**src/rtl/pyth_check_seq_if.sv**
```systemverilog
// Triple/result stream between a config loader (master) and the right-triangle checker (slave).
// The parameter WIDTH must match the checker's WIDTH.
interface pyth_check_seq_if #(
    parameter int WIDTH = 8
) ();
    logic                 in_valid;
    logic                 in_ready;
    logic [WIDTH-1:0]     in_a;
    logic [WIDTH-1:0]     in_b;
    logic [WIDTH-1:0]     in_c;
    logic                 out_valid;
    logic                 out_ready;
    logic                 out_match;
    logic [2*WIDTH:0]     out_sum;
    logic [2*WIDTH-1:0]   out_csq;

    modport master (
        output in_valid, in_a, in_b, in_c, out_ready,
        input  in_ready, out_valid, out_match, out_sum, out_csq
    );

    modport slave (
        input  in_valid, in_a, in_b, in_c, out_ready,
        output in_ready, out_valid, out_match, out_sum, out_csq
    );
endinterface

```
**src/rtl/pyth_check_seq.sv**
```systemverilog
// Sequential a^2+b^2==c^2 checker: three bit-serial shift-add squarers feeding one compare.
// Optional PYTH_CHECK_STATS_EN adds saturating pass/fail counters.
module pyth_check_seq #(
    parameter int WIDTH = 8,
    parameter int DEF_A = 3,
    parameter int DEF_B = 4,
    parameter int DEF_C = 5,
    parameter int CNT_W = 16
) (
    input  logic                 clk,
    input  logic                 rst_n,
    pyth_check_seq_if.slave      bus
`ifdef PYTH_CHECK_STATS_EN
    ,
    output logic [CNT_W-1:0]     pass_cnt,
    output logic [CNT_W-1:0]     fail_cnt
`endif
);
    localparam int SQ_W  = 2 * WIDTH;
    localparam int SUM_W = 2 * WIDTH + 1;
    localparam int BIT_W = $clog2(WIDTH);
    localparam logic [BIT_W-1:0] LAST_BIT = BIT_W'(WIDTH - 1);

    localparam logic [1:0] IDLE = 2'd0;
    localparam logic [1:0] MUL  = 2'd1;
    localparam logic [1:0] CMP  = 2'd2;
    localparam logic [1:0] DONE = 2'd3;

    generate
        if (WIDTH < 2 || WIDTH > 32) begin : g_bad_width
            $error("pyth_check_seq: WIDTH=%0d outside 2..32", WIDTH);
        end
        if (DEF_A * DEF_A + DEF_B * DEF_B != DEF_C * DEF_C) begin : g_bad_default
            $error("pyth_check_seq: %0d,%0d,%0d is not a right triangle", DEF_A, DEF_B, DEF_C);
        end
        if (CNT_W < 1) begin : g_bad_cnt
            $error("pyth_check_seq: CNT_W=%0d must be positive", CNT_W);
        end
    endgenerate

    logic [1:0]        state;
    logic [BIT_W-1:0]  bit_cnt;
    logic [WIDTH-1:0]  mp_a, mp_b, mp_c;
    logic [SQ_W-1:0]   sh_a, sh_b, sh_c;
    logic [SQ_W-1:0]   acc_a, acc_b, acc_c;
    logic [SUM_W-1:0]  sum_q;
    logic [SQ_W-1:0]   csq_q;
    logic              match_q;
    logic [SUM_W-1:0]  sum_ab;
    logic              handshake;

    assign sum_ab    = SUM_W'(acc_a) + SUM_W'(acc_b);
    assign handshake = (state == DONE) && bus.out_ready;

    assign bus.in_ready  = (state == IDLE);
    assign bus.out_valid = (state == DONE);
    assign bus.out_match = match_q;
    assign bus.out_sum   = sum_q;
    assign bus.out_csq   = csq_q;

    // Multiplicands shift left and multipliers shift right, so each step only tests bit 0.
    always_ff @(posedge clk or negedge rst_n) begin
        if (!rst_n) begin
            state   <= IDLE;
            bit_cnt <= '0;
            mp_a    <= '0;
            mp_b    <= '0;
            mp_c    <= '0;
            sh_a    <= '0;
            sh_b    <= '0;
            sh_c    <= '0;
            acc_a   <= '0;
            acc_b   <= '0;
            acc_c   <= '0;
            sum_q   <= '0;
            csq_q   <= '0;
            match_q <= 1'b0;
        end else begin
            case (state)
                IDLE: begin
                    if (bus.in_valid) begin
                        mp_a    <= bus.in_a;
                        mp_b    <= bus.in_b;
                        mp_c    <= bus.in_c;
                        sh_a    <= SQ_W'(bus.in_a);
                        sh_b    <= SQ_W'(bus.in_b);
                        sh_c    <= SQ_W'(bus.in_c);
                        acc_a   <= '0;
                        acc_b   <= '0;
                        acc_c   <= '0;
                        bit_cnt <= '0;
                        state   <= MUL;
                    end
                end
                MUL: begin
                    if (mp_a[0]) acc_a <= acc_a + sh_a;
                    if (mp_b[0]) acc_b <= acc_b + sh_b;
                    if (mp_c[0]) acc_c <= acc_c + sh_c;
                    sh_a    <= sh_a << 1;
                    sh_b    <= sh_b << 1;
                    sh_c    <= sh_c << 1;
                    mp_a    <= mp_a >> 1;
                    mp_b    <= mp_b >> 1;
                    mp_c    <= mp_c >> 1;
                    bit_cnt <= bit_cnt + 1'b1;
                    if (bit_cnt == LAST_BIT) state <= CMP;
                end
                CMP: begin
                    sum_q   <= sum_ab;
                    csq_q   <= acc_c;
                    match_q <= ({1'b0, acc_c} == sum_ab);
                    state   <= DONE;
                end
                DONE: begin
                    if (bus.out_ready) state <= IDLE;
                end
                default: state <= IDLE;
            endcase
        end
    end

`ifdef PYTH_CHECK_STATS_EN
    always_ff @(posedge clk or negedge rst_n) begin
        if (!rst_n) begin
            pass_cnt <= '0;
            fail_cnt <= '0;
        end else if (handshake) begin
            if (match_q) begin
                if (pass_cnt != {CNT_W{1'b1}}) pass_cnt <= pass_cnt + 1'b1;
            end else begin
                if (fail_cnt != {CNT_W{1'b1}}) fail_cnt <= fail_cnt + 1'b1;
            end
        end
    end
`else
    logic unused_handshake;
    assign unused_handshake = handshake;
`endif
endmodule

```
**src/flat_wrapper.sv**
```systemverilog
// flat-port wrapper written by rule: the top's interface ports become plain ports
module pyth_check_seq_flat 
#(
    parameter int WIDTH = 8,
    parameter int DEF_A = 3,
    parameter int DEF_B = 4,
    parameter int DEF_C = 5,
    parameter int CNT_W = 16
)
  (clk, rst_n, bus_in_valid, bus_in_a, bus_in_b, bus_in_c, bus_out_ready, bus_in_ready, bus_out_valid, bus_out_match, bus_out_sum, bus_out_csq);
  pyth_check_seq_if #(.WIDTH(WIDTH)) bus_i ();
  input  logic clk;
  input  logic rst_n;
  input wire logic [$bits(bus_i.in_valid)-1:0] bus_in_valid;
  input wire logic [$bits(bus_i.in_a)-1:0] bus_in_a;
  input wire logic [$bits(bus_i.in_b)-1:0] bus_in_b;
  input wire logic [$bits(bus_i.in_c)-1:0] bus_in_c;
  input wire logic [$bits(bus_i.out_ready)-1:0] bus_out_ready;
  output wire logic [$bits(bus_i.in_ready)-1:0] bus_in_ready;
  output wire logic [$bits(bus_i.out_valid)-1:0] bus_out_valid;
  output wire logic [$bits(bus_i.out_match)-1:0] bus_out_match;
  output wire logic [$bits(bus_i.out_sum)-1:0] bus_out_sum;
  output wire logic [$bits(bus_i.out_csq)-1:0] bus_out_csq;
  assign bus_i.in_valid = bus_in_valid;
  assign bus_i.in_a = bus_in_a;
  assign bus_i.in_b = bus_in_b;
  assign bus_i.in_c = bus_in_c;
  assign bus_i.out_ready = bus_out_ready;
  assign bus_in_ready = bus_i.in_ready;
  assign bus_out_valid = bus_i.out_valid;
  assign bus_out_match = bus_i.out_match;
  assign bus_out_sum = bus_i.out_sum;
  assign bus_out_csq = bus_i.out_csq;
  pyth_check_seq #(.WIDTH(WIDTH), .DEF_A(DEF_A), .DEF_B(DEF_B), .DEF_C(DEF_C), .CNT_W(CNT_W)) u_core (.clk(clk), .rst_n(rst_n), .bus(bus_i));
endmodule
```
**config.mk**
```make
export PLATFORM = sky130hd
export DESIGN_NAME = pyth_check_seq_flat
export DESIGN_NICKNAME = d
export VERILOG_FILES = /design/src/rtl/pyth_check_seq_if.sv /design/src/rtl/pyth_check_seq.sv /design/src/flat_wrapper.sv
export SDC_FILE = /design/constraint.sdc
export NUM_CORES = 1
export LEC_CHECK = 0
export CAP_MARGIN = 40
export CORE_UTILIZATION = 45
export CTS_BUF_LIST = sky130_fd_sc_hd__clkbuf_8
export DETAILED_ROUTE_END_ITERATION = 12
export PLACE_DENSITY_LB_ADDON = 0.05
export SYNTH_ARGS = -nofsm -noshare
export SYNTH_HDL_FRONTEND = slang
export SYNTH_SLANG_ARGS = --single-unit
```
**constraint.sdc**
```tcl
create_clock -name clk -period 3.83 [get_ports clk]
set_input_delay 0.766 -clock clk [delete_from_list [all_inputs] [get_ports clk]]
set_output_delay 0.766 -clock clk [all_outputs]
set_load 0.02 [all_outputs]
```
==> results of run 1 <==
[power by group through the flow]
| stage | Clock, mW | Sequential, mW | Combinational, mW |
|---|---|---|---|
| global placement | 0 | 2.74 | 3.78 |
| global route | 1.49 | 2.79 | 4.35 |
| floorplan | 0 | 2.68 | 2.65 |
| CTS | 1.41 | 2.72 | 3.89 |
| detailed placement | 0 | 2.75 | 3.88 |
| finish | 1.38 | 2.71 | 3.87 |
[worst reg2reg max path: cells and delay by family (launching register included)]
kind / cells / cell delay (ns)
fa+ha+maj: 2 / 0.70
buf+inv: 1 / 0.06
xor+xnor: 1 / 0.16
compound gates: 4 / 1.05
flops: 1 / 0.38
simple gates: 3 / 1.02
[synthesized netlist by cell type (7+ instances only)]
| cell | number |
|---|---|
| a21o_1 | 19 |
| a21oi_1 | 88 |
| a22o_1 | 30 |
| a31oi_1 | 9 |
| and3_1 | 7 |
| buf_1 | 7 |
| clkbuf_1 | 34 |
| dfrtp_1 | 159 |
| ha_1 | 67 |
| inv_1 | 22 |
| mux2_2 | 27 |
| nand2_1 | 121 |
| nand2b_1 | 9 |
| nand3_1 | 20 |
| nor2_1 | 37 |
| nor2b_1 | 33 |
| nor3_1 | 21 |
| o21ai_0 | 103 |
| o21ai_1 | 9 |
| o31ai_1 | 13 |
| xnor2_1 | 35 |
| xor2_1 | 25 |
[worst max path at each step]
| stage | start | endpoint | slack [ns] | depth (start not counted) |
|---|---|---|---|---|
| floorplan | u_core.acc_b[0]$_DFFE_PN0P_ | u_core.bus.out_match$_DFFE_PN0P_ | 0.79 | 11 |
| detailed placement | u_core.acc_a[0]$_DFFE_PN0P_ | u_core.bus.out_match$_DFFE_PN0P_ | 0.38 | 11 |
| CTS | u_core.acc_a[0]$_DFFE_PN0P_ | u_core.bus.out_match$_DFFE_PN0P_ | 0.37 | 11 |
| global placement | u_core.acc_a[0]$_DFFE_PN0P_ | u_core.bus.out_match$_DFFE_PN0P_ | 0.51 | 11 |
| finish | u_core.acc_b[0]$_DFFE_PN0P_ | u_core.bus.out_match$_DFFE_PN0P_ | 0.37 | 11 |
| global route | u_core.acc_b[0]$_DFFE_PN0P_ | u_core.bus.out_match$_DFFE_PN0P_ | 0.11 | 11 |
[sequential cells by signal, indices dropped and copies added (netlist names)]
signal,cells
u_core.acc_a,16
u_core.acc_c,16
u_core.mp_c,8
u_core.acc_b,16
u_core.sh_c,16
u_core.mp_b,8
u_core.bus.out_csq,16
u_core.bit_cnt,3
u_core.mp_a,8
u_core.state,2
u_core.bus.out_sum,17
u_core.bus.out_match,1
u_core.sh_a,16
u_core.sh_b,16
[per-layer routing]
layer | routed length (um) | part of all wire (%)
met5 | 0 | 0
met4 | 271 | 1.2
met3 | 820 | 3.5
met2 | 10310 | 44
met1 | 11970 | 51
[kinds of logic (layout without fill, tap and decap cells)]
family	after synthesis	after routing	share of synthesized area, %
mux	29	29	3.380
xor+xnor	60	60	5.482
compound gates	338	338	22.16
fa+ha+maj	71	71	9.580
simple gates	285	285	14.55
flops	159	159	41.50
buf+inv	72	136	3.341
[through the flow]
stage / instances / total power, mW / worst slack [ns]
after floorplan: 1014 / 5.322 / 0.7945
after global placement: 1320 / 6.520 / 0.5120
after detailed placement: 1321 / 6.628 / 0.3813
after CTS: 1353 / 8.020 / 0.3661
after global routing: 1353 / 8.624 / 0.1120
final: 1353 / 7.955 / 0.3709
[area by class of cell]
type                    count  share of cell area, %
well taps                 275                  3.141
repair buffers             80                  7.344
flip-flops and latches    159                  36.32
inverters                  24                 0.8223
multi-input cells         783                  48.41
clock inverters            15                  1.827
clock buffers              17                  2.136
==> results.toml, run 1 <==
[synth]
synthArstFlopShare_pct = 100.0
synth_edf_count = 0
ys_seq_elements = 159
synth_ff_type = "dfrtp_1"
synth_cell_types = 74
synth_nets = 1113
syn_avg_cell_area_um2 = 9.454
yosysWarnings = 0
synthTopCellsByArea = "dfrtp_1 (42%), ha_1 (8.7%), o21ai_0 (5.4%)"
synth_top_cell_by_area = "dfrtp_1"
synth_top_area_share_pct = 41.50
synthCells = 1014
seq_area_frac_synth_pct = 41.50
netlist_area_um2 = 9587

[setup_path]
path_class = "register to register"
r2r_start = "u_core.acc_b[0]$_DFFE_PN0P_"
path_delay_family = "compound AO/OA/AOI/OAI gates"
slowest_stage = "fa_1"
cp.arrival_ns = 3.83
slowest_delay_ns = 0.52
reg2reg_to = "u_core.bus.out_match$_DFFE_PN0P_"
crit_buf_inv = 1
r2r_slack_ns = 0.37
ff2ff_path_depth = 11
end_kind = "register"
cp.required_ns = 4.21
start_kind = "register"
crit_fanout = 3
path_cells = "ha_1 > inv_1 > fa_1 > xnor2_1 > a311o_1 > or4_1 > nor4_1 > nand4_1 > a2111oi_2 > o2111ai_1 > o31ai_2"

[pwr]
switchingPower_mw = 3.522
power-per-cell-area_nw_per_um2 = 726.1
p_leak_nw = 5.036
p_comb_share_pct = 48.6
power_frac_seq_pct = 34.1
p_int_mw = 4.433
p_clk_share_pct = 17.3
swShare_pct = 44.27
ir_drop_mv = 0.3469

[clock_tree]
cts-resized-gates = 0
root_buffer = "clkbuf_8"
clockBufferDepth = 2
cts_hold_buf = 0
cts_max_level = 4
tritoncts = "done"
cts_made_buffers = 17
insertion_delay_ns = 0.47
cts.sinks = 159
cts_setup_buffers = 0
clkTransAtPathRegs_ns = 0.09

[floorplanning]
initial_utilization_pct = 45.75
io_pins = 64
die_x_um = 148.0
dieArea_um2 = 21890
row_count = 53
fp.coreArea_um2 = 20960
die-height_um = 148.0

[detailed_routing]
num_vias = 7579
finalWirelength_mm = 23.37
drtPass1Iterations = 5
drc = 0
antenna_left = 0
wl_per_cell_um = 17.27
post_drt_via_cell_ratio = 5.602
drtIter0Drc = 470

[status]
status = "completed"

[global_routing]
grt-busiest-layer = "met1"
grt_max_degree = 77
antenna_found_initial = 0
grt-ovfl-total = 0
grt_use_total_pct = 22.54
grt_pass1_vias = 7215
use_met3_pct = 3.673
met2_usage_pct = 33.15
grt.met1_usage_pct = 34.15
grt_pass1_wl_mm = 38.67

[min_path]
hold_path.class = "input pin to async pin"

[cells_and_area]
final_cell_mix = "dfrtp_1 (159), nand2_1 (121), o21ai_0 (102)"
mostFrequentLayoutCell = "dfrtp_1"
fin_area_um2 = 10960
num_antenna_cells = 0
final_core_util_pct = 52.28
layout-drive-gt1-share_pct = 9.091
fillers = 2012
multi_input_area_um2 = 5304
area_delta_synth_final_pct = 14.28
nNetsFinal = 1164
seq_area_um2 = 3979

[timing]
period_needed_ns = 3.459
hold_viol_final = 0
relSlewSlack_pct = 42.67
finalSetupViolCount = 0
maxSlewViolCount = 0
finalSetupTns_ns = 0
hold_ws_ns = 0.2640
rsz0062_at_grt = "false"
fmax_mhz = 289.1
clock-skew-final_ns = 0.01678
tightest_slew_ns = 0.8582
fin_crit_sh_pct = 90.32

[placed_design]
hpwl_mm = 17.18
port_buffers = 63
placed_area_um2 = 10520
routabilityCongestion = 0.8575

[flow_run]
maxCapViolCount = 0
No activity file was read; power rests on OpenSTA's default activity.
==> inputs of run 2 (changes only) <==
--- a/config.mk
+++ b/config.mk
@@ -5,7 +5,10 @@
 export SDC_FILE = /design/constraint.sdc
 export NUM_CORES = 1
 export LEC_CHECK = 0
+export ABC_AREA = 1
 export CAP_MARGIN = 40
+export CORE_ASPECT_RATIO = 1.5
+export CORE_MARGIN = 10
 export CORE_UTILIZATION = 45
 export CTS_BUF_LIST = sky130_fd_sc_hd__clkbuf_8
 export DETAILED_ROUTE_END_ITERATION = 12
==> run 2 against run 1 <==
  * First-iteration DRC count shrank 6.4%
  * Non-clock buffer count shrank 6
  * Sequential power grew 7.7%
  * Highest routed layer unchanged
==> results.toml, run 2 <==
[synth]
yosysWarnings = 0
synthAdderAreaFrac_pct = 9.607
synth_ff_type = "dfrtp_1"
synth_top_area_share_pct = 41.62
yosysMostFrequentCell = "nand2_1"
synth_top_cell_by_area = "dfrtp_1"
seq_area_frac_synth_pct = 41.62
synth_nets = 1356
synth_edf_count = 0
synth_cell_types = 41
synth-simple-area-share_pct = 22.20
synth_compound_area_share_pct = 17.45
synthCells = 1257
synth-xor-area-share_pct = 0.7853
syn_avg_cell_area_um2 = 7.605
netlist_area_um2 = 9559
synthTopCellsByArea = "dfrtp_1 (42%), nand2_1 (13%), ha_1 (8.8%)"
synthArstFlopShare_pct = 100.0
ys_seq_elements = 159
synth_top_family_by_area = "simple AND/OR/NAND/NOR gates"
synth_commonest_cells = "nand2_1 (340), inv_1 (164), dfrtp_1 (159)"
synthMuxAreaShare_pct = 0

[clock_tree]
cts-resized-gates = 0
cts_hold_buf = 0
cts_made_buffers = 17
cts.sinks = 159
cts_setup_buffers = 0
insertion_delay_ns = 0.47
tritoncts = "done"
clockBufferDepth = 2
cts_max_level = 4
root_buffer = "clkbuf_8"
clkTransAtPathRegs_ns = 0.09

[global_routing]
grt-ovfl-total = 0
antenna_found_initial = 0
grt_pass1_wl_mm = 42.68
grt_pass1_vias = 8231
grt_max_degree = 92
grt_use_total_pct = 19.08

[cells_and_area]
multi_input_area_um2 = 4788
num_antenna_cells = 0
largest_reg_flops = 17
final_cell_mix = "nand2_1 (340), inv_1 (165), dfrtp_1 (159)"
mostFrequentLayoutCell = "nand2_1"
layout-drive-gt1-share_pct = 4.446
seq_area_um2 = 3979
nNetsFinal = 1415
fin_cells = 1595
fillers = 2108
area_delta_synth_final_pct = 13.26

[floorplanning]
initial_utilization_pct = 45.56
die-height_um = 198.5
dieArea_um2 = 27590
die_x_um = 139.0
io_pins = 64
row_count = 65
fp.coreArea_um2 = 20980

[timing]
finalSetupViolCount = 0
hold_ws_ns = 0.2909
hold_viol_final = 0
fmax_mhz = 383.0
period_needed_ns = 2.611
finalSetupTns_ns = 0
relSlewSlack_pct = 54.12
clock-skew-final_ns = 0.01432
maxSlewViolCount = 0
tightest_slew_ns = 0.6883
rsz0062_at_grt = "false"
fin_ws_ns = 1.219
fin_crit_sh_pct = 68.17

[status]
status = "completed"

[pwr]
swShare_pct = 48.11
p_clk_share_pct = 13.0
p_leak_nw = 5.458
switchingPower_mw = 4.190
power-per-cell-area_nw_per_um2 = 804.4
p_int_mw = 4.519
p_comb_share_pct = 53.5
ir_drop_mv = 0.4770
power_frac_seq_pct = 33.5
total_power_mw = 8.709

[detailed_routing]
wl_per_cell_um = 16.08
antenna_left = 0
met1Wirelength_mm = 11.41
drtIter0Drc = 440
num_vias = 8329
wl_met3_um = 751
top_layer = "met4"
drtPass1Iterations = 5
post_drt_via_cell_ratio = 5.222
drc = 0
wl_met2_mm = 12.61
finalWirelength_mm = 25.65

[setup_path]
cp.arrival_ns = 3.00
r2r_slack_ns = 1.22
r2r_start = "u_core.state[1]$_DFFE_PN0P_"
start_kind = "register"
end_kind = "register"
crit_start = "u_core.state[1]$_DFFE_PN0P_"
reg2reg_to = "u_core.acc_c[8]$_DFFE_PN0P_"
path_class = "register to register"
crit_fanout = 22
ff2ff_path_depth = 12
cp.required_ns = 4.22

[placed_design]
post-place-ws_ns = 0.9040
hpwl_mm = 19.89
port_buffers = 63
routabilityCongestion = 0.8790
dp_cells = 1565

[min_path]
hold_path.class = "input pin to async pin"

[flow_run]
maxCapViolCount = 0
==> run 2: cell count changes in the layout (fill, tap and decap cells not counted), sizes merged, moves of 34 or more <==
cell | previous run | this run
xnor2 | 35 | 1
nor2 | 37 | 75
nand3 | 21 | 84
o21ai | 112 | 148
nand2 | 121 | 344
inv | 31 | 170
==> run 2: layer usage <==
metal / GRT usage, % / vias up
met5: 0 / -
met4: 8.098 / 0
met3: 3.198 / 37
met2: 32.69 / 136
met1: 23.20 / 3864
li1: - / 4292
==> run 2: cells by family (layout without fill, tap and decap cells) <==
family / count (synthesis) / count (layout)
AND/OR/NAND/NOR: 519 / 519
AO/OA/AOI/OAI: 298 / 298
buffers and inverters: 203 / 273
flip-flops: 159 / 159
adder cells (fa/ha/maj): 71 / 71
XOR/XNOR: 7 / 7
==> run 2: per-stage QoR <==
stage                     utilization (%)  cell area [um2]
after CTS                           51.60            10830
after detailed placement            49.96            10480
after global routing                51.60            10830
after global placement              49.83            10460
final                               51.60            10830
after floorplan                         -             9559
==> run 2: layout make-up <==
type                    instances  share of cell area [%]
clock buffers                  20                   2.542
well taps                     268                   3.097
multi-input cells             895                   44.23
repair buffers                 74                   6.899
flip-flops and latches        159                   36.75
inverters                     169                   5.859
clock inverters                10                  0.6241
==> run 2: power by group through the flow <==
stage / logic [mW] / registers, mW / clock network [mW]
2_1_floorplan: 3.26 / 2.89 / 0
3_3_place_gp: 4.58 / 2.95 / 0
3_5_place_dp: 4.68 / 2.96 / 0
4_1_cts: 4.70 / 2.93 / 1.18
5_1_grt: 5.35 / 2.99 / 1.23
6_report: 4.66 / 2.92 / 1.13
==> run 2: worst max path at each step <==
stage / endpoint / slack (ns) / cells past startpoint
detailed placement: u_core.acc_c[5]$_DFFE_PN0P_ / 0.90 / 10
global route: u_core.acc_b[10]$_DFFE_PN0P_ / 0.95 / 12
finish: u_core.acc_c[8]$_DFFE_PN0P_ / 1.22 / 12
global placement: u_core.acc_c[5]$_DFFE_PN0P_ / 0.95 / 10
floorplan: u_core.bus.out_match$_DFFE_PN0P_ / 1.80 / 16
CTS: u_core.acc_c[5]$_DFFE_PN0P_ / 1.20 / 12
==> run 2: worst max-delay path: stages, from the launching register on <==
cell,delay [ns]
dfrtp_1,0.40
inv_1,0.10
ha_1,0.14
buf_4,0.27
inv_2,0.09
nor2_4,0.15
inv_2,0.20
buf_4,0.26
nor2_2,0.35
inv_1,0.24
a21oi_1,0.15
o21ai_0,0.09
o21ai_0,0.08
==> inputs of run 3 (changes only) <==
==> constraint.sdc (replaced) <==
create_clock -name clk -period 2.5 [get_ports clk]
set_input_delay 0.5 -clock clk [delete_from_list [all_inputs] [get_ports clk]]
set_output_delay 0.5 -clock clk [all_outputs]
set_load 0.02 [all_outputs]
==> run 3 against run 2 <==
  * Total power up 60%
  * Final area grew 1.9%
  * Routed wire length up 1.1%
  * Die area unchanged
  * Critical path type is now register to output pin
  * Largest cell class unchanged
==> results.toml, run 3 (synthesized netlist as in run 2, its figures left out) <==
[clock_tree]
cts_max_level = 4
clockBufferDepth = 2
cts.sinks = 159
insertion_delay_ns = 0.47
tritoncts = "done"
root_buffer = "clkbuf_8"
clkTransAtPathRegs_ns = 0.09
cts_made_buffers = 17

[setup_path]
path_class = "register to output pin"
cp.required_ns = 2.00
cp.arrival_ns = 1.82
r2r_slack_ns = 0.20
r2r_start = "u_core.acc_a[0]$_DFFE_PN0P_"
crit_fanout = 4
reg2reg_to = "u_core.acc_a[14]$_DFFE_PN0P_"
start_kind = "register"
slowest_stage = "clkdlybuf4s50_1"
end_kind = "output pin"
ff2ff_path_depth = 10
path_cells = "inv_1 > ha_1 > clkdlybuf4s50_1"
slowest_delay_ns = 0.63

[floorplanning]
dieArea_um2 = 27590
initial_utilization_pct = 45.56
row_count = 65
die_x_um = 139.0
io_pins = 64
die-height_um = 198.5
fp.coreArea_um2 = 20980

[global_routing]
grt_pass1_wl_mm = 42.45
grt-ovfl-total = 0
grt_max_degree = 104
antenna_found_initial = 0
grt_pass1_vias = 8233
grt_use_total_pct = 19.04

[pwr]
power_frac_seq_pct = 32.1
total_power_mw = 13.91
p_clk_share_pct = 16.0
ir_drop_mv = 0.6562
p_int_mw = 7.363
switchingPower_mw = 6.551
power-per-cell-area_nw_per_um2 = 1261
p_comb_share_pct = 51.9
p_leak_nw = 5.556
swShare_pct = 47.08

[min_path]
holdPathEnd = "u_core.bus.out_csq[11]$_DFFE_PN0P_"
min_from = "u_core.bus.out_csq[11]$_DFFE_PN0P_"
whs_path_depth = 2
hold_path.class = "register to register"

[cells_and_area]
largest_reg_flops = 17
final_cell_mix = "nand2_1 (339), inv_1 (163), dfrtp_1 (158)"
final_core_util_pct = 52.58
layout-drive-gt1-share_pct = 5.543
num_antenna_cells = 0
mostFrequentLayoutCell = "nand2_1"
nNetsFinal = 1421
area_delta_synth_final_pct = 15.41

[placed_design]
hpwl_mm = 20.14
port_buffers = 63
post-place-ws_ns = 0.05030
routabilityCongestion = 0.8938

[flow_run]
maxCapViolCount = 0

[detailed_routing]
finalWirelength_mm = 25.92
drtPass1Iterations = 5
post_drt_via_cell_ratio = 5.220
drtIter0Drc = 479
antenna_left = 0
num_vias = 8367
wl_per_cell_um = 16.17
drc = 0

[timing]
fmax_mhz = 430.9
hold_viol_final = 0
fin_ws_ns = 0.1792
tightest_slew_ns = 0.5018
clock-skew-final_ns = 0.01950
fin_crit_sh_pct = 92.83
finalSetupViolCount = 0
relSlewSlack_pct = 66.55
maxSlewViolCount = 0
period_needed_ns = 2.321

[status]
status = "completed"
## run 3: cell types whose count changed in the layout (fill, tap and decap cells not counted), moves of 2 or more
cell / previous run / this run
bufinv_16: 0 / 4
nor2_2: 2 / 4
clkbuf_8: 20 / 17
inv_6: 0 / 6
buf_4: 9 / 12
buf_12: 1 / 4
inv_1: 165 / 163
clkinvlp_4: 6 / 0
nor2_1: 72 / 70
## run 3: metal layers
| layer | vias to the layer above | GRT usage, % | share of wire (%) |
|---|---|---|---|
| li1 | 4302 | - | - |
| met1 | 3886 | 22.80 | 45 |
| met2 | 145 | 32.90 | 48 |
| met3 | 34 | 3.317 | 3.0 |
| met4 | 0 | 8.175 | 3.5 |
| met5 | - | 0 | 0 |
## run 3: power by group through the flow
| stage | clock, mW | combinational (mW) | sequential [mW] |
|---|---|---|---|
| 2_1_floorplan | 0 | 4.99 | 4.42 |
| 3_3_place_gp | 0 | 7.12 | 4.51 |
| 3_5_place_dp | 0 | 7.23 | 4.53 |
| 4_1_cts | 2.28 | 7.26 | 4.48 |
| 5_1_grt | 2.37 | 8.26 | 4.59 |
| 6_report | 2.22 | 7.23 | 4.47 |
## run 3: area by class of cell
cell class                      count  area, um2
Fill cell                        2083       9951
Tap cell                          268      335.3
Sequential cell                   159       3980
Timing Repair Buffer               80      812.0
Clock inverter                     15      222.7
Multi-Input combinational cell    895       4813
Clock buffer                       17      234.0
Inverter                          169      634.4
## run 3: worst max-delay path by stage
stage                                      from                          endpoint  slack [ns]  cells past startpoint
global route        u_core.acc_b[0]$_DFFE_PN0P_  u_core.bus.out_match$_DFFE_PN0P_      -0.003                     16
global placement    u_core.acc_a[0]$_DFFE_PN0P_  u_core.bus.out_match$_DFFE_PN0P_        0.05                     16
finish              u_core.state[0]$_DFFE_PN0P_                      bus_in_ready        0.18                      3
detailed placement  u_core.acc_a[0]$_DFFE_PN0P_  u_core.bus.out_match$_DFFE_PN0P_        0.05                     16
floorplan           u_core.acc_b[0]$_DFFE_PN0P_  u_core.bus.out_match$_DFFE_PN0P_        0.47                     16
CTS                 u_core.acc_a[0]$_DFFE_PN0P_  u_core.bus.out_match$_DFFE_PN0P_        0.02                     16
## run 3: timing repair
item / in CTS / in global routing
hold buffers: 1 / 0
endpoints found under the setup margin: 0 / 1
hold endpoints to repair: 44 / 0
setup buffers: 0 / 1
gates resized for setup: 0 / 8
## run 3: critical path, delay by kind of cell (launching register included)
| family | cells | cell delay (ns) |
|---|---|---|
| buffers and inverters | 2 | 0.74 |
| flip-flops | 1 | 0.41 |
| adder cells (fa/ha/maj) | 1 | 0.22 |
## run 3: stage by stage
stage / cell area [um2] / hold WS [ns] / TNS (ns) / instances
4_1_cts: 11000 / 0.4900 / 0 / 1602
5_1_grt: 11030 / 0.5216 / -0.002735 / 1603
3_5_place_dp: 10530 / 0.4613 / 0 / 1569
6_report: 11030 / 0.4826 / 0 / 1603
2_1_floorplan: 9559 / 0.2044 / 0 / 1257
3_3_place_gp: 10530 / 0.4581 / 0 / 1569
==> RTL edit: new RTL, flow settings as in run 3 <==
`WIDTH` is set to 8 in 3 places; all go to 4.
--- a/src/rtl/pyth_check_seq_if.sv
+++ b/src/rtl/pyth_check_seq_if.sv
@@ -2,5 +2,5 @@
 // The parameter WIDTH must match the checker's WIDTH.
 interface pyth_check_seq_if #(
-    parameter int WIDTH = 8
+    parameter int WIDTH = 4
 ) ();
     logic                 in_valid;
--- a/src/rtl/pyth_check_seq.sv
+++ b/src/rtl/pyth_check_seq.sv
@@ -2,5 +2,5 @@
 // Optional PYTH_CHECK_STATS_EN adds saturating pass/fail counters.
 module pyth_check_seq #(
-    parameter int WIDTH = 8,
+    parameter int WIDTH = 4,
     parameter int DEF_A = 3,
     parameter int DEF_B = 4,
--- a/src/flat_wrapper.sv
+++ b/src/flat_wrapper.sv
@@ -2,5 +2,5 @@
 module pyth_check_seq_flat 
 #(
-    parameter int WIDTH = 8,
+    parameter int WIDTH = 4,
     parameter int DEF_A = 3,
     parameter int DEF_B = 4,
Ports: changed (5 resized); port bits go from 64 to 36. No check against the original RTL was run, so the function may have changed too.
==> RTL edit against run 3 <==
Final area decreased by 53%. Utilization is 0.29 points lower. Power is 52% lower. Sequential share of layout area grew 3.1 points. Wire length down 59%. Setup slack improved by 0.13 ns. Sequential cell count down 77. Fmax increased by 5.7%. Synthesized area shrank 52%. Hold slack worse by 0.37 ns. Via count is 55% lower. Critical endpoint unchanged.
==> RTL edit: results (changes against run 3) <==
Yosys
  – Seq/Total Area, Yosys: 44.7% (+3.1 points)
  – Synth Area in XOR/XNOR: 1.53% (+0.74 points)
  – Adder-cell share of the synthesized area: 11.0% (+1.4 points)
  – Synth area leaders: dfrtp_1 (45%), nand2_1 (13%), ha_1 (9.3%), inv_1 (4.7%), o21ai_0 (4.0%)
  – Unique masters post-synth: 33 (-20%)
  – Synth Area in Compound Gates: 14.0% (-3.5 points)
  – Avg Inst Size Synth: 8.27 µm² (+8.7%)
  – Commonest cells in the netlist: nand2_1 (158), dfrtp_1 (82), inv_1 (58)
  – Synthesized Nets: 609 (-55%)
  – Fraction of registers with async set/reset: 100% (unchanged)
  – Ys Warns: 0 (unchanged)

Cells and area
  – Fraction of layout instances using a drive strength above 1: 5.82% (+0.28 points)
  – Layout fillers: 984 (-53%)
  – Max reg flops: 9 (-8)
  – Nets: 650 (-54%)
  – Non-Filler Instances: 718 (-55%)

Critical path
  – CP Max Fanout: 4 (unchanged)
  – Worst path arrival time: 1.70 ns (-0.12 ns)

CTS
  – Resized Gates After CTS: 0 (unchanged)
  – H-tree depth: 3 (-1)
  – Setup bufs post-CTS: 0 (unchanged)
  – Root buffer cell: clkbuf_8
  – Num CTS Buffers: 9 (-8)
  – Worst skew pair latency: 0.35 ns (-0.12 ns)

Detailed routing
  – Drt wl/cell: 14.7 µm (-9.0%)
  – Initial DRT Pass Iterations: 4 (-1)
  – Drt initial violations: 134 (-72%)
  – Via density: 5.25 (+0.49%)
  – Post-route ant nets: 0 (unchanged)

Die
  – Core area: 10000 µm² (-52%)

GRT
  – GRT Util Overall: 15.0% (-4.0 points)
  – Met2 Usage GRT: 26.7% (-6.2 points)
  – First-pass GRT wire length: 17.4 mm (-59%)
  – Vias in the first global route: 3667 (-55%)
  – Met1 usage: 17.1% (-5.7 points)
  – Grt peak-use layer: met2
  – Largest net degree at the start of global routing: 46 (-56%)
  – Met3 GRT Util: 2.59% (-0.72 points)

STA
  – Worst slew pin tran: 0.521 ns (+0.0195 ns)
  – Setup Total Neg Slack: 0 ns (unchanged)
  – Setup Skew: 0.00738 ns (-0.0121 ns)

Place
  – Worst slack at placement: 0.257 ns (+0.207 ns)
  – IO Port Bufs: 35 (-44%)
  – Gp weighted congestion: 0.878 (-1.8%)
  – Placed insts: 702 (-55%)
  – DP HPWL: 8.14 mm (-60%)

Power and ir drop
  – VDD IR max: 0.000727 V (+11%)
  – P_leak: 2.60 nW (-53%)

Run status
  – Run status: completed

Worst hold path
  – Worst min path class: input port to async pin
==> RTL edit: cell types whose count changed in the layout (fill, tap and decap cells not counted), sizes merged, moves of 35 or more <==
cell   change
a21oi     -43
inv      -108
dfrtp     -77
nand3     -51
o21ai    -108
nor2      -35
nand2    -185
==> RTL edit: final timing paths <==
check | start | endpoint | slack, ns | cells past startpoint
setup / recovery | u_core.state[1] | bus_in_ready | 0.30 | 3
hold / removal | rst_n | u_core.acc_a[3] | 0.12 | 1
setup reg to reg | u_core.acc_b[0] | u_core.bus.out_match | 0.38 | 13
hold reg to reg | u_core.bus.out_match | u_core.bus.out_match | 0.48 | 2
max in group asynchronous | rst_n | u_core.bit_cnt[0] | 1.77 | 2
min in group clk | u_core.bus.out_match | u_core.bus.out_match | 0.48 | 2
==> RTL edit: critical path: stages, from the launching register on <==
cell             delay, ns
dfrtp_1               0.41
inv_1                 0.10
ha_1                  0.21
clkdlybuf4s50_1       0.62
==> RTL edit: final cells by class <==
cell class	count	area (µm²)	area share, %
multi-input combinational	395	2210	42.2
sequential	82	2050	39.2
timing repair buffer	43	420	8.02
inverter	65	246	4.70
tap	117	146	2.79
clock buffer	10	138	2.63
clock inverter	6	27.5	0.525
==> RTL edit: layer usage <==
layer	vias up	wire [µm]
met3	14	319
met2	61	5450
met4	0	229
met5	-	0
li1	1914	-
met1	1777	4560
==> RTL edit: power breakdown <==
group          internal [mW]  total, mW  switching, mW
logic                   1.36       3.51           2.14
registers               1.87       2.28          0.410
clock network          0.373      0.848          0.475
total                   3.61       6.64           3.03
==> RTL edit: stage by stage <==
step	area, µm²	total power [mW]
2_1_floorplan	4590	4.84
3_3_place_gp	5070	5.79
3_5_place_dp	5070	5.86
4_1_cts	5240	6.74
5_1_grt	5240	7.30
6_report	5240	6.64
